==> config.mk <==
export PLATFORM = sky130hd
export DESIGN_NAME = jk_register_bank_flat
export DESIGN_NICKNAME = d
export VERILOG_FILES = /design/src/rtl/jk_register_bank_if.sv /design/src/rtl/jk_register_bank.sv /design/src/flat_wrapper.sv
export SDC_FILE = /design/constraint.sdc
export NUM_CORES = 1
export LEC_CHECK = 0
export CAP_MARGIN = 20
export CORE_MARGIN = 2
export CORE_UTILIZATION = 45
export DETAILED_ROUTE_END_ITERATION = 8
export GPL_TIMING_DRIVEN = 0
export HOLD_SLACK_MARGIN = 0.06
export PLACE_DENSITY = 0.72
export SLEW_MARGIN = 20
export SYNTH_ARGS = -nofsm -noshare
export SYNTH_HDL_FRONTEND = slang
export SYNTH_SLANG_ARGS = --single-unit
==> constraint.sdc <==
create_clock -name clk -period 3.9 [get_ports clk]
set_clock_uncertainty 0.1 [all_clocks]
set_input_delay 0.585 -clock clk [delete_from_list [all_inputs] [get_ports clk]]
set_output_delay 0.585 -clock clk [all_outputs]
set_load 0.01 [all_outputs]
==> src/rtl/jk_register_bank_if.sv <==
// jk_bank_if: bus bundle for jk_register_bank.
//   master modport (bench / upstream logic): drives en, mode, j, k
//                  (and cnt_clr when JK_CHANGE_CNT_EN is defined),
//                  observes q, qbar, changed, wrap (and change_cnt).
//   slave modport  (the register bank): the mirror image.
//   en      : clock enable, bank holds when 0
//   mode    : 00 JK, 01 D, 10 T, 11 COUNT
//   j, k    : per-bit inputs, meaning depends on mode
//   q, qbar : registered state and its complement
//   changed : one-cycle flag, q changed on the last edge
//   wrap    : one-cycle flag, COUNT mode wrapped on the last edge
// Optional feature macro: JK_CHANGE_CNT_EN adds cnt_clr / change_cnt.
interface jk_bank_if #(
  parameter int WIDTH = 8,
  parameter int CNT_W = 8
) ();
  logic             en;
  logic [1:0]       mode;
  logic [WIDTH-1:0] j;
  logic [WIDTH-1:0] k;
  logic [WIDTH-1:0] q;
  logic [WIDTH-1:0] qbar;
  logic             changed;
  logic             wrap;
`ifdef JK_CHANGE_CNT_EN
  logic             cnt_clr;
  logic [CNT_W-1:0] change_cnt;
`endif

  modport master (
    output en, mode, j, k,
`ifdef JK_CHANGE_CNT_EN
    output cnt_clr,
    input  change_cnt,
`endif
    input  q, qbar, changed, wrap
  );

  modport slave (
    input  en, mode, j, k,
`ifdef JK_CHANGE_CNT_EN
    input  cnt_clr,
    output change_cnt,
`endif
    output q, qbar, changed, wrap
  );
endinterface

==> src/rtl/jk_register_bank.sv <==
// jk_register_bank: WIDTH independent JK cells on one clock with a
// synchronous active-high reset and a clock enable. The mode input
// reinterprets j/k as JK, D or T inputs, or runs the whole bank as a
// wrapping up/down counter. Registered changed/wrap flags are provided.
//   clk : rising-edge clock
//   rst : synchronous active-high reset (overrides everything else)
//   bus : jk_bank_if.slave (en, mode, j, k -> q, qbar, changed, wrap)
// Optional feature macro: JK_CHANGE_CNT_EN adds a saturating counter of
// change events (bus.change_cnt) with a synchronous clear (bus.cnt_clr).
module jk_register_bank #(
  parameter int               WIDTH   = 8,
  parameter logic [WIDTH-1:0] RST_VAL = {WIDTH{1'b0}},
  parameter int               CNT_W   = 8
) (
  input  logic        clk,
  input  logic        rst,
  jk_bank_if.slave    bus
);

  localparam logic [1:0] MODE_JK    = 2'b00;
  localparam logic [1:0] MODE_D     = 2'b01;
  localparam logic [1:0] MODE_T     = 2'b10;
  localparam logic [1:0] MODE_COUNT = 2'b11;

  if (WIDTH < 2 || WIDTH > 32 || CNT_W < 1) begin : g_bad_param
    $error("jk_register_bank: WIDTH must be 2..32 and CNT_W >= 1");
  end

  logic [WIDTH-1:0] q_q, q_d;
  logic [WIDTH-1:0] qbar_q;
  logic             changed_q, changed_d;
  logic             wrap_q, wrap_d;

  // Next-state selection. The JK equation q+ = j&~q | ~k&q covers
  // hold/clear/set/toggle per bit. COUNT mode looks only at j[0]/k[0]
  // so unknowns in the other lanes never reach q.
  always_comb begin
    q_d    = q_q;
    wrap_d = 1'b0;
    if (bus.en) begin
      case (bus.mode)
        MODE_JK: q_d = (bus.j & ~q_q) | (~bus.k & q_q);
        MODE_D:  q_d = bus.j;
        MODE_T:  q_d = q_q ^ bus.j;
        MODE_COUNT: begin
          case ({bus.j[0], bus.k[0]})
            2'b10: begin
              q_d    = q_q + WIDTH'(1);
              wrap_d = &q_q;
            end
            2'b01: begin
              q_d    = q_q - WIDTH'(1);
              wrap_d = ~|q_q;
            end
            2'b11:   q_d = ~q_q;
            default: q_d = q_q;
          endcase
        end
        default: q_d = q_q;
      endcase
    end
    changed_d = (q_d != q_q);
  end

  // qbar is its own flop loaded with ~q_d so it is exact from reset on.
  always_ff @(posedge clk) begin
    if (rst) begin
      q_q       <= RST_VAL;
      qbar_q    <= ~RST_VAL;
      changed_q <= 1'b0;
      wrap_q    <= 1'b0;
    end else begin
      q_q       <= q_d;
      qbar_q    <= ~q_d;
      changed_q <= changed_d;
      wrap_q    <= wrap_d;
    end
  end

  assign bus.q       = q_q;
  assign bus.qbar    = qbar_q;
  assign bus.changed = changed_q;
  assign bus.wrap    = wrap_q;

`ifdef JK_CHANGE_CNT_EN
  logic [CNT_W-1:0] cnt_q, cnt_d;

  // Counts edges on which changed is being set; clear beats increment,
  // and the count sticks at all-ones.
  always_comb begin
    cnt_d = cnt_q;
    if (bus.cnt_clr)
      cnt_d = '0;
    else if (changed_d && (cnt_q != {CNT_W{1'b1}}))
      cnt_d = cnt_q + CNT_W'(1);
  end

  always_ff @(posedge clk) begin
    if (rst)
      cnt_q <= '0;
    else
      cnt_q <= cnt_d;
  end

  assign bus.change_cnt = cnt_q;
`endif

endmodule
==> src/flat_wrapper.sv <==
// flat-port wrapper written by rule: the top's interface ports become plain ports
module jk_register_bank_flat 
#(
  parameter int               WIDTH   = 8,
  parameter logic [WIDTH-1:0] RST_VAL = {WIDTH{1'b0}},
  parameter int               CNT_W   = 8
)
  (clk, rst, bus_en, bus_mode, bus_j, bus_k, bus_q, bus_qbar, bus_changed, bus_wrap);
  jk_bank_if #(.WIDTH(WIDTH), .CNT_W(CNT_W)) bus_i ();
  input  logic clk;
  input  logic rst;
  input wire logic [$bits(bus_i.en)-1:0] bus_en;
  input wire logic [$bits(bus_i.mode)-1:0] bus_mode;
  input wire logic [$bits(bus_i.j)-1:0] bus_j;
  input wire logic [$bits(bus_i.k)-1:0] bus_k;
  output wire logic [$bits(bus_i.q)-1:0] bus_q;
  output wire logic [$bits(bus_i.qbar)-1:0] bus_qbar;
  output wire logic [$bits(bus_i.changed)-1:0] bus_changed;
  output wire logic [$bits(bus_i.wrap)-1:0] bus_wrap;
  assign bus_i.en = bus_en;
  assign bus_i.mode = bus_mode;
  assign bus_i.j = bus_j;
  assign bus_i.k = bus_k;
  assign bus_q = bus_i.q;
  assign bus_qbar = bus_i.qbar;
  assign bus_changed = bus_i.changed;
  assign bus_wrap = bus_i.wrap;
  jk_register_bank #(.WIDTH(WIDTH), .RST_VAL(RST_VAL), .CNT_W(CNT_W)) u_core (.clk(clk), .rst(rst), .bus(bus_i));
endmodule
==> results.tsv, run 1 <==
metric	value	unit
most frequent cells in the layout	35 x clkdlybuf4s50_1, 25 x nand2_1, 22 x nor2_1	
final WL	5975	microns
# clock sinks	18	
Wirelength per Cell	16.83	microns
core region area	0.004029	sq mm
global-route wire length before repair	9577	microns
DRC	0	
largest area contributor in the netlist	dfxtp_1	
switching pwr	228.2	uW
via/cell ratio	6.296	
Reg clk slew, reported paths	0.07	ns
Final Hold Viols	0	
Gate Count Post-Synth	264	
CTS tree	done	
EDFF count, synth	0	
Crit Path Class	in -> reg	
GP Congestion	0.9272	
P_leak	0.8791	nW
n_diodes	0	
Post-synth ARST share	0	%
clock latency at the later pin of the worst-skew pair	0.25	ns
Slew headroom	58.01	%
cells on worst reg2reg path	10	
worst path arrival time	3.84	ns
die width	68.80	microns
largest net degree at the start of global routing	11	
clk buf depth	2	
status	finished, final reports clean	
DIE HEIGHT	68.80	microns
Port Buffer Count	37	
Yosys cell types	64	
root buffer cell	clkbuf_8	
net switching fraction of the power	35.35	%
post-cts hold buffer count	0	
CP Max Fanout	10	
Syn Std Cell Area	0.001889	sq mm
commonest non-fill, non-tap cell in the layout	clkdlybuf4s50_1	
RSZ-0062 raised after global routing	no	
dpl hpwl	4378	microns
CP bufs+invs	3	
top post-synthesis cells by area	dfxtp_1 19%, nand2_1 5.0%, a21oi_1 4.8%	
Tcrit/Tclk final	95.67	%
Post-synth top flop	dfxtp_1	
Worst path max stage delay	0.56	ns
Total GRT Usage	27.16	%
Clock Power Share	23.4	%
sequential area share after synthesis	19.07	%
Int Power	417.4	uW
vias in the first global route	1989	
Synthesis Warnings	0	
Crit path max-delay family	compound AO/OA/AOI/OAI gates	
Critical Path RT	4.01	ns
Peak Freq	268.0	MHz
hold path cells	4	
Final setup viols	0	
min Tclk post-route	3.731	ns
Critical Path Slowest Stage Cell	or4_1	
Seq pwr share	32.6	%
final-stage net count	333	
area grow syn2layout	26.62	%
Worst Setup End Kind	flip-flop	
multi-input logic area	0.001384	sq mm
via count	2235	
Final ANT Viol Nets	0	
Synth top area share	19.07	%
number of antenna violations at the first check in global routing	0	
Critical Path Start Type	primary input	
Hold Slack	0.8101	ns
Max Cap Violations	0	
Final Max Tran Viols	0	
register bit count reported by yosys	18	
Ports	39	
average cell area after synthesis	7.156	sq um
die area	0.004733	sq mm
Starting Density	46.89	%
Worst VDD drop	224.0	uV
ratio of cells with drive above 1 in the final layout	6.557	%
# rows	23	
H-tree Lvls	1	
post-synth net total	291	
grt ovf	0	
PwrDens	269.9	mW/mm^2
cell breakdown of the critical path	dlygate4sd2_1 > inv_1 > ha_1 > clkbuf_2 > xor2_1 > ha_1 > or4_1 > a32oi_2 > mux2_1 > a2111o_1 > a22oi_2 > or2_1	
Hold/Removal Path Class	reg -> reg	
Slew @ Worst Pin	0.6220	ns
CP dominant cell by count	ha_1	
Register Area	360.3	sq um
CTS resizes	4	
# Post-CTS Setup Buffers	0	
Crit path depth	12	
Pwr Total	645.6	uW
clock buffer count from CTS	3	
Iter 0 DRT Violations	172	
1st-pass router iterations	5	
filler instances	412	
Combinational Power Share	44.0	%
-- state kept, by name, summed over array words and instances (netlist names) --
name and flops:
u_core.bus.changed 1, u_core.bus.qbar 8, u_core.bus.q 8, u_core.bus.wrap 1
-- logic make-up after synthesis --
group / share of synthesized area (%)
fa+ha+maj: 3.973
flops: 19.07
xor+xnor: 3.245
compound gates: 33.51
mux: 3.377
simple gates: 28.48
buf+inv: 8.344
-- worst paths after layout --
| check | from | to | slack [ns] |
|---|---|---|---|
| setup reg to reg | u_core.bus.q[1]$_SDFF_PP0_ | u_core.bus.qbar[6]$_SDFF_PP1_ | 0.51 |
| hold / removal | u_core.bus.q[4]$_SDFF_PP0_ | u_core.bus.wrap$_SDFF_PP0_ | 0.81 |
| setup / recovery | bus_j[0] | u_core.bus.qbar[6]$_SDFF_PP1_ | 0.17 |
| hold reg to reg | u_core.bus.q[4]$_SDFF_PP0_ | u_core.bus.wrap$_SDFF_PP0_ | 0.81 |
-- layout make-up --
| class | count | share of cell area (%) |
|---|---|---|
| well taps | 50 | 2.615 |
| multi-input cells | 207 | 57.85 |
| repair buffers | 37 | 15.53 |
| plain buffers | 25 | 4.446 |
| clock buffers | 4 | 2.301 |
| flip-flops and latches | 18 | 15.06 |
| inverters | 14 | 2.197 |
-- power groups by stage --
stage / Clock (mW) / Combinational, mW / Sequential [mW]
after floorplan: 0 / 0.169 / 0.219
after global placement: 0 / 0.275 / 0.214
after detailed placement: 0 / 0.275 / 0.214
after CTS: 0.157 / 0.280 / 0.210
after global routing: 0.166 / 0.309 / 0.212
final: 0.151 / 0.284 / 0.210
-- metrics by stage --
| stage | std cells | utilization, % | TNS [ns] | setup slack [ns] | cell area (sq um) |
|---|---|---|---|---|---|
| after floorplan | 264 | - | 0 | 0.5207 | 1889 |
| final | 355 | 59.38 | 0 | 0.1690 | 2392 |
| after detailed placement | 351 | 57.64 | -1.052 | -0.5269 | 2322 |
| after global placement | 351 | 57.64 | -0.9753 | -0.4907 | 2322 |
| after CTS | 355 | 59.32 | 0 | 0.03704 | 2390 |
| after global routing | 355 | 59.38 | 0 | 0.01526 | 2392 |
-- metal layers --
layer  wire length (microns)  vias to the layer above  global-route usage (%)  part of all wire, %
met5                       0                        -                       0                    0
met4                     106                        0                   7.108                  1.8
met3                     483                       10                   5.519                  8.1
met2                    2722                      114                   43.99                   46
met1                    2662                     1043                   36.68                   45
li1                        -                     1068                       -                    -
-- tightest hold or removal path, stage by stage, from the launching register on --
cell,delay [ns]
dfxtp_1,0.43
nor4_2,0.10
nand4_1,0.10
o22ai_1,0.08
nor4b_1,0.15
-- synthesized netlist by cell type (all sizes together) (3+ instances only) --
master    n
mux2i     3
nand3b    3
nand2b    6
nand2    25
a2bb2oi   3
dfxtp    18
o21ai    13
xnor2     3
buf       7
nor2     22
a211oi    6
nor4      3
mux2      3
inv      13
clkbuf   18
o22ai     3
a221oi    3
xor2      4
a21oi    18
a21o      3
ha        6
a221o     4
o2111ai   3
nor3      4
nand4     4
nand3     5
or3       3
or2       4
and2      3
a31oi     4
nor2b     7
Note: power is estimated with default switching activity, not from simulation.
==> run 2, diff against run 1 <==
RECOVER_POWER = 50   (was unset)
==> results.tsv, run 2 (synthesized netlist as in run 1, its figures left out) <==
metric	value	unit	change
Slew headroom	58.01	%	unchanged
Crit Path Class	in -> reg		
via/cell ratio	6.270		-0.40%
hold endpoint	u_core.bus.wrap$_SDFF_PP0_		
Critical Path Slowest Stage Cell	or4_1		
Final Max Tran Viols	0		unchanged
final WL	5967	microns	-0.13%
clock latency at the later pin of the worst-skew pair	0.26	ns	about the same
Final ANT Viol Nets	0		unchanged
CTS resizes	4		unchanged
hold_sp	u_core.bus.q[1]$_SDFF_PP0_		
# clock sinks	18		unchanged
H-tree Lvls	1		unchanged
number of antenna violations at the first check in global routing	0		unchanged
root buffer cell	clkbuf_8		
Worst path max stage delay	0.56	ns	about the same
GP Congestion	0.9272		unchanged
R2R Path Start	u_core.bus.q[1]$_SDFF_PP0_		
Slew @ Worst Pin	0.6220	ns	+0.00000005960 ns
reg2reg end	u_core.bus.qbar[6]$_SDFF_PP1_		
PwrDens	267.2	mW/mm^2	-0.99%
cells on worst reg2reg path	10		unchanged
Critical Path RT	4.01	ns	about the same
min Tclk post-route	3.732	ns	+0.001344 ns
commonest non-fill, non-tap cell in the layout	nand2_1		
Reg clk slew, reported paths	0.07	ns	about the same
Final setup viols	0		unchanged
largest net degree at the start of global routing	11		unchanged
Max Cap Violations	0		unchanged
Crit path max-delay family	compound AO/OA/AOI/OAI gates		
Hold/Removal Path Class	reg -> reg		
final-stage net count	333		unchanged
Starting Density	46.89	%	unchanged
# rows	23		unchanged
# Post-CTS Setup Buffers	0		unchanged
dpl hpwl	4378	microns	unchanged
setup_tns	0	ns	unchanged
post-cts hold buffer count	0		unchanged
grt ovf	0		unchanged
RSZ-0062 raised after global routing	no		
worst path arrival time	3.84	ns	about the same
Wirelength per Cell	16.81	microns	-0.13%
Port Buffer Count	37		unchanged
DRC	0		unchanged
cell breakdown of the critical path	dlygate4sd2_1 > inv_1 > ha_1 > clkbuf_2 > xor2_1 > ha_1 > or4_1 > a32oi_2 > mux2_1 > a2111o_1 > a22oi_2 > or2_1		
CTS tree	done		
ratio of cells with drive above 1 in the final layout	6.557	%	unchanged
core region area	0.004029	sq mm	unchanged
Total GRT Usage	27.16	%	unchanged
Final Hold Viols	0		unchanged
via count	2226		-0.40%
clock buffer count from CTS	3		unchanged
Tcrit/Tclk final	95.70	%	about the same
Peak Freq	267.9	MHz	about the same
CP Max Fanout	10		unchanged
Ports	39		unchanged
area grow syn2layout	26.62	%	unchanged
n_diodes	0		unchanged
1st-pass router iterations	5		unchanged
clk buf depth	2		unchanged
die width	68.80	microns	unchanged
most frequent cells in the layout	25 x nand2_1, 22 x nor2_1, 18 x a21oi_1, 18 x dlygate4sd3_1, 18 x dfxtp_1		
P_leak	0.8876	nW	+0.97%
Worst Setup End Kind	flip-flop		
global-route wire length before repair	9577	microns	unchanged
status	finished, final reports clean		
Pwr Total	639.2	uW	-0.99%
Iter 0 DRT Violations	171		-0.58%
Critical Path Start Type	primary input		
CP dominant cell by count	ha_1		
flop2flop setup slack	0.51	ns	about the same
DIE HEIGHT	68.80	microns	unchanged
Worst VDD drop	220.4	uV	-1.6%
vias in the first global route	1989		unchanged
die area	0.004733	sq mm	unchanged
CP bufs+invs	3		unchanged
hold path cells	5		+1
==> run 2: cell count changes in the layout (fill, tap and decap cells not counted), sizes merged <==
cell,change
clkdlybuf4s50,-18
dlygate4sd3,+18
==> run 2: layer usage <==
| metal | GRT usage (%) | routed length, microns |
|---|---|---|
| met4 | 7.108 | 87 |
| met2 | 43.99 | 2729 |
| met1 | 36.68 | 2694 |
| met3 | 5.519 | 456 |
| met5 | 0 | 0 |
==> run 2: final cells by class <==
class | instances | area, sq um
Sequential cell | 18 | 360.3
Fill cell | 412 | 1637
Multi-Input combinational cell | 207 | 1384
Buffer | 25 | 106.4
Tap cell | 50 | 62.56
Inverter | 14 | 52.55
Timing Repair Buffer | 37 | 371.6
Clock buffer | 4 | 55.05
==> run 2: worst reg2reg max path: cells and delay by family (launching register included) <==
family / cells / cell delay, ns
mux: 1 / 0.37
compound gates: 3 / 0.91
xor+xnor: 1 / 0.14
buf+inv: 2 / 0.53
flops: 1 / 0.34
simple gates: 2 / 0.69
fa+ha+maj: 1 / 0.27
==> run 2: worst max path at each step <==
| stage | from | end | cells after the start |
|---|---|---|---|
| floorplan | bus_j[0] | u_core.bus.q[6]$_SDFF_PP0_ | 11 |
| global placement | bus_j[0] | u_core.bus.qbar[6]$_SDFF_PP1_ | 12 |
| detailed placement | bus_j[0] | u_core.bus.qbar[6]$_SDFF_PP1_ | 12 |
| CTS | bus_k[0] | u_core.bus.q[6]$_SDFF_PP0_ | 11 |
| global route | bus_j[0] | u_core.bus.qbar[6]$_SDFF_PP1_ | 12 |
| finish | bus_j[0] | u_core.bus.qbar[6]$_SDFF_PP1_ | 12 |
==> run 2: power by group <==
group	switching, mW	leakage, nW	internal (mW)
sequential	0.0101	0.149	0.199
combinational	0.156	0.710	0.123
clock	0.0616	0.0288	0.0898
total	0.227	0.888	0.412
==> run 2: stage by stage <==
stage          setup WS (ns)  cell area [sq um]  cells  hold slack [ns]  utilization (%)
2_1_floorplan         0.5207               1889    264           0.5643                -
3_3_place_gp         -0.4907               2322    351           0.7856            57.64
3_5_place_dp         -0.5269               2322    351           0.7824            57.64
4_1_cts              0.03704               2390    355           0.7987            59.32
5_1_grt              0.01526               2392    355           0.8497            59.38
6_report              0.1677               2392    355           0.8077            59.38
==> run 3, diff against run 2 <==
CAP_MARGIN = unset   (was 20)
clock period = 4.5 ns   (was 3.9 ns; I/O delays follow)
==> results.tsv, run 3 (synthesized netlist as in run 1, its figures left out) <==
metric	value	unit	change
PnR worst setup slack	0.2562	ns	+0.08850 ns
root buffer cell	clkbuf_8		
Hold Slack	0.7897	ns	-0.01800 ns
Tcrit/Tclk final	94.31	%	
Final Non-Filler Cells	355		unchanged
n_diodes	0		unchanged
status	finished, final reports clean		
min Tclk post-route	4.244	ns	
Starting Density	46.89	%	unchanged
vias in the first global route	1987		-0.10%
Wirelength per Cell	16.64	microns	-0.99%
Final Hold Viols	0		unchanged
post-cts hold buffer count	0		unchanged
Critical Path Start Type	primary input		
dpl cell area	0.002322	sq mm	unchanged
RSZ-0062 raised after global routing	no		
clk buf depth	2		unchanged
final WL	5908	microns	-0.99%
worst path arrival time	4.35	ns	+0.51 ns
clock buffer count from CTS	3		unchanged
core region area	0.004029	sq mm	unchanged
Final Cell Area	0.002377	sq mm	-0.63%
Final setup viols	0		unchanged
via count	2209		-0.76%
PwrDens	231.9	mW/mm^2	-13%
Slew @ Worst Pin	0.6014	ns	-0.02053 ns
most frequent cells in the layout	25 x nand2_1, 22 x nor2_1, 19 x clkdlybuf4s50_1		
global-route wire length before repair	9577	microns	unchanged
Reg clk slew, reported paths	0.07	ns	about the same
Iter 0 DRT Violations	182		+6.4%
CTS resizes	0		-4
Peak Freq	235.6	MHz	
Total GRT Usage	27.16	%	unchanged
final-stage net count	333		unchanged
hold_sp	u_core.bus.q[4]$_SDFF_PP0_		
dpl hpwl	4378	microns	unchanged
grt ovf	0		unchanged
Worst Setup End Kind	flip-flop		
Max Cap Violations	0		unchanged
commonest non-fill, non-tap cell in the layout	nand2_1		
# Post-CTS Setup Buffers	0		unchanged
CP startpoint	bus_j[0]		
# rows	23		unchanged
Cells after DPL	351		unchanged
Slew headroom	59.39	%	+1.4 points
1st-pass router iterations	7		+2
R2R Path Start	u_core.bus.q[1]$_SDFF_PP0_		
Ports	39		unchanged
Final Max Tran Viols	0		unchanged
# clock sinks	18		unchanged
CP Max Fanout	10		unchanged
Critical Path RT	4.60	ns	+0.59 ns
dpl ws	-0.01692	ns	+0.5100 ns
filler instances	412		unchanged
fin util	59.01	%	-0.37 points
ratio of cells with drive above 1 in the final layout	5.574	%	-0.98 points
Port Buffer Count	37		unchanged
number of antenna violations at the first check in global routing	0		unchanged
CTS tree	done		
Worst VDD drop	191.0	uV	-13%
die width	68.80	microns	unchanged
Pwr Total	551.4	uW	-14%
setup_tns	0	ns	unchanged
Crit Path Class	in -> reg		
DRC	0		unchanged
via/cell ratio	6.223		-0.76%
die area	0.004733	sq mm	unchanged
area grow syn2layout	25.83	%	
P_leak	0.8731	nW	-1.6%
largest net degree at the start of global routing	11		unchanged
Hold/Removal Path Class	reg -> reg		
clock latency at the later pin of the worst-skew pair	0.25	ns	about the same
GP Congestion	0.9272		unchanged
Final ANT Viol Nets	0		unchanged
DIE HEIGHT	68.80	microns	unchanged
H-tree Lvls	1		unchanged
## run 3: cell types whose count changed in the layout (fill, tap and decap cells not counted), sizes merged
cell / delta
clkdlybuf4s50: +2
dlygate4sd2: -1
dlymetal6s2s: -1
## run 3: worst paths after layout
path	endpoint	slack, ns	cells past startpoint
max	u_core.bus.qbar[6]$_SDFF_PP1_	0.26	12
min	u_core.bus.wrap$_SDFF_PP0_	0.79	4
max reg2reg	u_core.bus.qbar[6]$_SDFF_PP1_	1.03	10
min reg2reg	u_core.bus.wrap$_SDFF_PP0_	0.79	4
## run 3: final cells by class
| type | instances | area [sq um] | area share, % |
|---|---|---|---|
| Buffer | 25 | 105.1 | 4.421 |
| Clock buffer | 4 | 55.05 | 2.316 |
| Inverter | 14 | 52.55 | 2.211 |
| Multi-Input combinational cell | 207 | 1371 | 57.68 |
| Sequential cell | 18 | 360.3 | 15.16 |
| Tap cell | 50 | 62.56 | 2.632 |
| Timing Repair Buffer | 37 | 370.4 | 15.58 |
## run 3: power by group
part           internal [mW]  leakage (nW)  switching (mW)
clock network         0.0777        0.0288          0.0528
registers              0.173         0.149         0.00863
logic                  0.106         0.695           0.134
total                  0.356         0.873           0.195
## run 3: per-layer routing
metal / track usage, % / vias to the layer above / wire (microns) / part of all wire (%)
met2: 43.75 / 110 / 2698 / 46
li1: - / 1070 / - / -
met4: 7.108 / 0 / 64 / 1.1
met3: 5.519 / 8 / 520 / 8.8
met1: 36.87 / 1021 / 2624 / 44
met5: 0 / - / 0 / 0
## run 3: critical path, stage by stage
cell and delay, ns:
clkdlybuf4s50_1 0.50, inv_1 0.14, ha_1 0.20, clkbuf_1 0.39, xor2_1 0.13, ha_1 0.28, or4_1 0.54, a32oi_1 0.33
mux2_1 0.37, a2111o_1 0.40, a22oi_1 0.25, or2_1 0.14
